==> src/rtl/backscatter_switch_sequencer.sv <==
// backscatter_switch_sequencer
//  Registered driver for the tag's RF switch bank. A frame runs
//  IDLE -> TONE (masked square-wave preamble) -> DATA (masked words, each
//  held for a programmable number of cycles) -> IDLE. Every output comes
//  straight from a flop, so the switch pins never see combinational glitches.
//  Optional feature macro: SWITCH_DEADTIME_EN (break-before-make between
//  differing back-to-back data symbols).
//
//  Data handshake (valid/ready): a word transfers on a rising edge where
//  data_valid and data_ready are both 1. The source holds data_in/data_last
//  stable while data_valid is high and not yet accepted. data_ready is
//  registered, and it depends only on sequencer state, never on data_valid.
//  data_in is ignored on any cycle without a transfer.
module backscatter_switch_sequencer #(
  parameter int NUM_SWITCHES = 20,
  parameter int DIV_WIDTH    = 8,
  parameter int LEN_WIDTH    = 16
) (
  input  logic                    input_clock,
  input  logic                    reset,
  input  logic                    start,
  input  logic                    abort,
  input  logic [NUM_SWITCHES-1:0] control_mask,
  input  logic [DIV_WIDTH-1:0]    tone_half_period,
  input  logic [LEN_WIDTH-1:0]    preamble_cycles,
  input  logic [LEN_WIDTH-1:0]    symbol_cycles,
  input  logic                    data_valid,
  input  logic [NUM_SWITCHES-1:0] data_in,
  input  logic                    data_last,
  output logic                    data_ready,
  output logic [NUM_SWITCHES-1:0] out_signal_switch,
  output logic                    busy,
  output logic                    done,
  output logic                    underrun,
  output logic [1:0]              dbg_state
);

  typedef enum logic [1:0] {
    ST_IDLE = 2'd0,
    ST_TONE = 2'd1,
    ST_DATA = 2'd2
  } state_t;

  state_t                  state_q;
  logic [NUM_SWITCHES-1:0] mask_q;
  logic [DIV_WIDTH-1:0]    thp_load_q;    // max(half_period,1)-1
  logic [LEN_WIDTH-1:0]    sym_load_q;    // max(symbol_cycles,1)-1
  logic [LEN_WIDTH-1:0]    pre_cnt_q;     // TONE cycles remaining after this one
  logic [DIV_WIDTH-1:0]    div_cnt_q;     // cycles until next phase toggle
  logic                    phase_q;
  logic [LEN_WIDTH-1:0]    sym_cnt_q;     // hold cycles remaining after this one
  logic                    sym_active_q;  // a data symbol is on the pins
  logic                    last_acc_q;    // the data_last word has been taken
  logic [NUM_SWITCHES-1:0] word_q;        // masked word of the current symbol
  logic [NUM_SWITCHES-1:0] out_q;
  logic                    ready_q;
  logic                    busy_q;
  logic                    done_q;
  logic                    underrun_q;

  logic [DIV_WIDTH-1:0]    thp_load_in;
  logic [LEN_WIDTH-1:0]    sym_load_in;
  logic [LEN_WIDTH-1:0]    pre_load_in;
  logic [LEN_WIDTH-1:0]    sym_cnt_dec;
  logic [NUM_SWITCHES-1:0] masked_in;
  logic                    handshake;
  logic                    sym_final;
  logic                    dead;

  // Decode zero-means-one settings, the transfer strobe and symbol boundary.
  always_comb begin
    thp_load_in = (tone_half_period == '0) ? '0 : tone_half_period - DIV_WIDTH'(1);
    sym_load_in = (symbol_cycles == '0) ? '0 : symbol_cycles - LEN_WIDTH'(1);
    pre_load_in = preamble_cycles - LEN_WIDTH'(1);
    sym_cnt_dec = sym_cnt_q - LEN_WIDTH'(1);
    masked_in   = mask_q & data_in;
    handshake   = (state_q == ST_DATA) && data_valid && ready_q;
    sym_final   = sym_active_q && (sym_cnt_q == '0);
`ifdef SWITCH_DEADTIME_EN
    // Blank the first cycle of a back-to-back symbol whose pattern differs.
    // After TONE or an underrun the pins already sit at 0 while ready waits,
    // so only symbol-to-symbol boundaries can need the extra break.
    dead        = sym_final && (sym_load_q != '0) && (masked_in != word_q);
`else
    dead        = 1'b0;
`endif
  end

  // Frame sequencer: state, counters and all registered outputs.
  always_ff @(posedge input_clock) begin
    if (reset) begin
      state_q      <= ST_IDLE;
      mask_q       <= '0;
      thp_load_q   <= '0;
      sym_load_q   <= '0;
      pre_cnt_q    <= '0;
      div_cnt_q    <= '0;
      phase_q      <= 1'b0;
      sym_cnt_q    <= '0;
      sym_active_q <= 1'b0;
      last_acc_q   <= 1'b0;
      word_q       <= '0;
      out_q        <= '0;
      ready_q      <= 1'b0;
      busy_q       <= 1'b0;
      done_q       <= 1'b0;
      underrun_q   <= 1'b0;
    end else if (abort) begin
      state_q      <= ST_IDLE;
      phase_q      <= 1'b0;
      sym_active_q <= 1'b0;
      last_acc_q   <= 1'b0;
      out_q        <= '0;
      ready_q      <= 1'b0;
      busy_q       <= 1'b0;
      done_q       <= 1'b0;
      underrun_q   <= 1'b0;
    end else begin
      done_q     <= 1'b0;
      underrun_q <= 1'b0;
      case (state_q)
        ST_IDLE: begin
          out_q   <= '0;
          ready_q <= 1'b0;
          busy_q  <= 1'b0;
          if (start) begin
            mask_q       <= control_mask;
            thp_load_q   <= thp_load_in;
            sym_load_q   <= sym_load_in;
            sym_cnt_q    <= '0;
            sym_active_q <= 1'b0;
            last_acc_q   <= 1'b0;
            busy_q       <= 1'b1;
            if (preamble_cycles == '0) begin
              state_q <= ST_DATA;
              ready_q <= 1'b1;
            end else begin
              // Divider restarts here; first tone cycle has phase 1.
              state_q   <= ST_TONE;
              pre_cnt_q <= pre_load_in;
              div_cnt_q <= thp_load_in;
              phase_q   <= 1'b1;
              out_q     <= control_mask;
            end
          end
        end

        ST_TONE: begin
          if (pre_cnt_q == '0) begin
            state_q      <= ST_DATA;
            out_q        <= '0;
            ready_q      <= 1'b1;
            sym_active_q <= 1'b0;
          end else begin
            pre_cnt_q <= pre_cnt_q - LEN_WIDTH'(1);
            if (div_cnt_q == '0) begin
              phase_q   <= ~phase_q;
              div_cnt_q <= thp_load_q;
              out_q     <= mask_q & {NUM_SWITCHES{~phase_q}};
            end else begin
              div_cnt_q <= div_cnt_q - DIV_WIDTH'(1);
              out_q     <= mask_q & {NUM_SWITCHES{phase_q}};
            end
          end
        end

        ST_DATA: begin
          if (handshake) begin
            sym_active_q <= 1'b1;
            sym_cnt_q    <= sym_load_q;
            last_acc_q   <= data_last;
            word_q       <= masked_in;
            out_q        <= dead ? '0 : masked_in;
            ready_q      <= (sym_load_q == '0) && !data_last;
          end else if (sym_final) begin
            sym_active_q <= 1'b0;
            out_q        <= '0;
            if (last_acc_q) begin
              state_q <= ST_IDLE;
              busy_q  <= 1'b0;
              done_q  <= 1'b1;
              ready_q <= 1'b0;
            end else begin
              underrun_q <= 1'b1;
              ready_q    <= 1'b1;
            end
          end else if (sym_active_q) begin
            sym_cnt_q <= sym_cnt_dec;
            out_q     <= word_q;
            ready_q   <= (sym_cnt_dec == '0) && !last_acc_q;
          end else begin
            // Waiting for a word (after entry or after an underrun).
            out_q   <= '0;
            ready_q <= 1'b1;
          end
        end

        default: begin
          state_q <= ST_IDLE;
          out_q   <= '0;
          ready_q <= 1'b0;
          busy_q  <= 1'b0;
        end
      endcase
    end
  end

  assign data_ready        = ready_q;
  assign out_signal_switch = out_q;
  assign busy              = busy_q;
  assign done              = done_q;
  assign underrun          = underrun_q;
  assign dbg_state         = state_q;

endmodule

==> config.mk <==
export PLATFORM = sky130hd
export DESIGN_NAME = backscatter_switch_sequencer
export DESIGN_NICKNAME = d
export VERILOG_FILES = /design/src/rtl/backscatter_switch_sequencer.sv
export SDC_FILE = /design/constraint.sdc
export NUM_CORES = 1
export LEC_CHECK = 0
export ABC_AREA = 1
export BUFFER_PORTS_ARGS = -buffer_cell sky130_fd_sc_hd__buf_2
export CAP_MARGIN = 40
export CORE_ASPECT_RATIO = 1.25
export CORE_MARGIN = 4
export CORE_UTILIZATION = 35
export DETAILED_ROUTE_END_ITERATION = 8
export GPL_TIMING_DRIVEN = 0
export PLACE_DENSITY = 0.55
export RECOVER_POWER = 25
export SYNTH_ARGS = -nofsm -noshare
export SYNTH_HDL_FRONTEND = slang
export SYNTH_SLANG_ARGS = --single-unit
==> constraint.sdc <==
create_clock -name input_clock -period 2.4 [get_ports input_clock]
set_clock_uncertainty 0.15 [all_clocks]
set_input_delay 0.72 -clock input_clock [delete_from_list [all_inputs] [get_ports input_clock]]
set_output_delay 0.72 -clock input_clock [all_outputs]
set_load 0.1 [all_outputs]
==> flow_results.org <==
** Layout
- Share of post-route cells with drive strength above 1 :: 0.1759
- Fin util :: 0.4378
- Registers take 2666 um^2.
- Inserted Diodes :: 0
- The multi-input combinational cells in the finished layout cover a total of 3837 um^2.
- The layout has 2,255 filler cells.
- At the end of the flow, the number of nets in the layout was 1,314.
- Non-Filler Instances :: 1,504
- The area growth from synthesis to layout is 22.62%.

** Placed design
- Placed wire-length estimate after detailed placement :: 17.55 mm
- Cell total after placement :: 1,462
- OpenSTA, run right after detailed placement, puts the worst setup slack at -0.5566 ns.
- Routability-driven placement finished with a final weighted congestion of 0.8696.
- Port buffering added 110 buffers.

** Global routing
- Met3 Track Usage GR :: 0.03766
- Met1 usage in global routing :: 0.2538
- The first global-routing pass estimated 36.97 mm of wire.
- Largest net degree at the start of global routing :: 17
- The initial antenna violation count was 0.
- Vias in the first global route :: 7,206
- Global routing usage summed across all routing layers :: 0.2042
- For met2 alone, demand over resource in global routing was 0.3518.
- Global routing finished with a remaining overflow of 0.
- After global routing, the most crowded layer is met2.

** Die
- For this design the top-level I/O count stands at 112.
- Horizontal extent of the die :: 136.3 um
- Total number of placement rows :: 58
- The initial utilization of the core area, before any placement, comes to 0.3570.
- Core Area :: 20,170 um^2
- The die covers 22,950 um^2.
- Die Y-Extent :: 168.4 um

** Route
- Antenna viol nets, final :: 0
- After detailed routing, the number of remaining DRC violations is 0.
- The first TritonRoute pass finished after 7 iterations.
- Average detailed-routed wire length per instance :: 15.67 um
- Wires add up to 23.56 mm.
- Number of design-rule violations left by the first detailed-router iteration :: 535
- Detailed routing inserted a total of 7,538 vias.
- Via-to-Cell Ratio :: 5.012

** Timing
- The worst path meets setup with 0.07839 ns of slack.
- Count of pins over their slew limit :: 0
- Setup violations remaining at the end of the flow were counted as 0.
- Part of the cycle the worst path needs :: 0.9673
- The routed design could run at a clock period as short as 2.322 ns.
- Measured against its own limit, the worst slew margin works out to 0.4098.
- Static timing analysis puts the maximum clock frequency at 0.4307 GHz.
- Slew at the pin with the worst max-slew slack :: 0.8820 ns
- Number of hold violations in the final report :: 0

** Worst setup path
- Worst Path Arrival :: 2.53 ns
- Tracing the worst setup path back leads to its startpoint at div_cnt_q[0].
- Origin of the critical flop-to-flop path :: div_cnt_q[0]
- Critical path data required time :: 2.61 ns
- The worst setup path is captured at a register.
- Kind of critical path :: reg -> reg
- Of all nets on the critical path, the largest fanout is 10.
- The worst setup path is launched from a register.

** Synthesis
- A synthesized cell averages 6.657 um^2.
- Post-Synthesis Cell Area :: 7203 um^2
- Yosys printed 0 warnings.
- Post-synthesis sequential element count :: 133
- The synthesized netlist contains 42 unique library cells.
- Portion of the post-synthesis area used by sequential elements :: 0.3696
- Total nets after synthesis :: 1,175
- Post-synthesis cell count :: 1,082

** CTS
- CTS placed an instance of sky130_fd_sc_hd__clkbuf_16 at the clock tree root.
- Counting the buffers created by CTS gives 17.
- Total of hold buffers inserted after clock tree synthesis :: 0
- For the worst-skew pair, the clock arrives at the later sink with an insertion delay of 0.42 ns.
- Clock tree synthesis found a total of 133 sinks.
- The clock passes through at most 2 buffers.
- TritonCTS built the clock tree.
- Clock transition at the register clock pins on the worst setup and hold paths after CTS :: 0.06 ns
- The H-tree was split into 4 levels.

** Hold path
- The startpoint identified for the worst hold timing path is word_q[3].
- Hold Crit Class :: reg -> reg

** Job
- Across the run, the number of max-cap violations was 0.

** Power and ir drop
- Static Leak :: 0.003970 uW
- Power density of the placed cells :: 663.3 nW/um^2
- VDD sags by at most 513.3 uV.

** Status
- The run finished with clean final reports.
-- cell usage after synthesis (all sizes together) --
library cell    n  share of area
clkbuf         31          0.016
buf            13          0.010
clkinv          2         0.0010
nand4          14          0.012
a211oi         20          0.021
or2             7         0.0061
a32o            1         0.0014
nand3b          4         0.0042
xor2           15          0.018
a32oi           2         0.0024
nor3           10         0.0083
o211ai         10          0.010
inv           160          0.083
o221ai         11          0.013
xnor2          10          0.012
o21bai          5         0.0052
a22oi           2         0.0021
nand2         208           0.11
o22ai           9         0.0078
nor2          127          0.070
o21ai          99          0.073
a31o            1         0.0012
dfxtp         133           0.37
nand3          54          0.038
o21a            1         0.0010
nor4            6         0.0052
o31ai           3         0.0031
nor3b           1         0.0010
a21oi         111          0.077
ha              7          0.012
a31oi           5         0.0043
-- cell families after synthesis --
family,Yosys count,synth area share
DFF,133,0.3696
AOI/OAI and AO/OA,280,0.2239
and+or+nand+nor,431,0.2533
buffers and inverters,206,0.1106
adders and majority gates,7,0.01216
xor gates and xnor gates,25,0.03040
-- critical path, stage by stage, from the launching register on --
cell	delay, ns
sky130_fd_sc_hd__dfxtp_1	0.32
sky130_fd_sc_hd__inv_1	0.11
sky130_fd_sc_hd__ha_1	0.19
sky130_fd_sc_hd__nand2_1	0.09
sky130_fd_sc_hd__nor2_4	0.11
sky130_fd_sc_hd__nand4_1	0.18
sky130_fd_sc_hd__nor2_4	0.18
sky130_fd_sc_hd__inv_2	0.11
sky130_fd_sc_hd__nor2_1	0.14
sky130_fd_sc_hd__o21ai_2	0.09
sky130_fd_sc_hd__buf_4	0.20
sky130_fd_sc_hd__o211ai_1	0.21
sky130_fd_sc_hd__nand2_1	0.08
sky130_fd_sc_hd__inv_1	0.09
-- registers in the layout, indices dropped and copies added, names as in the netlist --
| signal | flops |
|---|---|
| sym_active_q | 1 |
| dbg_state | 2 |
| last_acc_q | 1 |
| done | 1 |
| mask_q | 20 |
| word_q | 20 |
| sym_load_q | 16 |
| busy | 1 |
| thp_load_q | 8 |
| div_cnt_q | 8 |
| out_signal_switch | 20 |
| phase_q | 1 |
| underrun | 1 |
| data_ready | 1 |
| pre_cnt_q | 16 |
| sym_cnt_q | 16 |
-- per-stage QoR --
step           instance area, um^2    TNS [ns]  total power [uW]  hold slack [ns]
2_1_floorplan                 7207           0              3092           0.2639
3_3_place_gp                  8095      -41.72              3403           0.2942
3_5_place_dp                  8095      -41.12              3407           0.2948
4_1_cts                       8668      -1.292              5851           0.3041
5_1_grt                       8832  -0.0001608              6124           0.3310
6_report                      8832           0              5858           0.3025
-- layer usage --
metal	routed length, um	vias up	share of wire
li1	-	3843	-
met1	10260	3463	0.44
met2	11640	192	0.49
met3	1039	40	0.044
met4	626	0	0.027
met5	0	-	0
-- final cells by class --
class	instances	share of cell area
Buffer	44	0.02323
Sequential cell	133	0.3019
Tap cell	270	0.03825
Multi-Input combinational cell	743	0.4345
Timing Repair Buffer	120	0.07083
Clock inverter	9	0.008925
Inverter	162	0.06941
Clock buffer	23	0.05298
-- power breakdown --
group          total [uW]  internal [uW]  switching, uW
combinational        1020            341            679
sequential           2400           2310           85.1
clock                2440           1470            970
total                5860           4120           1730
-- placed cells by master (no fill, tap or decap), types with 10 or more instances in the layout --
cell / instances
sky130_fd_sc_hd__dfxtp_1: 130
sky130_fd_sc_hd__o221ai_1: 11
sky130_fd_sc_hd__nand3_1: 54
sky130_fd_sc_hd__a21oi_1: 111
sky130_fd_sc_hd__buf_4: 12
sky130_fd_sc_hd__o21ai_0: 78
sky130_fd_sc_hd__buf_2: 99
sky130_fd_sc_hd__clkbuf_2: 19
sky130_fd_sc_hd__a211oi_1: 20
sky130_fd_sc_hd__o211ai_1: 10
sky130_fd_sc_hd__nand4_1: 14
sky130_fd_sc_hd__nor2_1: 114
sky130_fd_sc_hd__inv_1: 152
sky130_fd_sc_hd__clkbuf_16: 17
sky130_fd_sc_hd__xor2_1: 15
sky130_fd_sc_hd__nand2_1: 203
sky130_fd_sc_hd__clkbuf_1: 33
sky130_fd_sc_hd__xnor2_1: 10
sky130_fd_sc_hd__o21ai_2: 14
-- timing repair --
action                     CTS  global route
gates cloned                 0             0
pin swaps                    1             6
setup endpoints to repair   79            81
buffers inserted             1             9
gates resized for setup      6            33
-- final timing paths --
check,endpoint,slack (ns),depth (start not counted)
max,out_signal_switch[19],0.08,13
min,word_q[3],0.30,2
max reg2reg,out_signal_switch[19],0.08,13
min reg2reg,word_q[3],0.30,2
(Power assumes the default switching activity.)
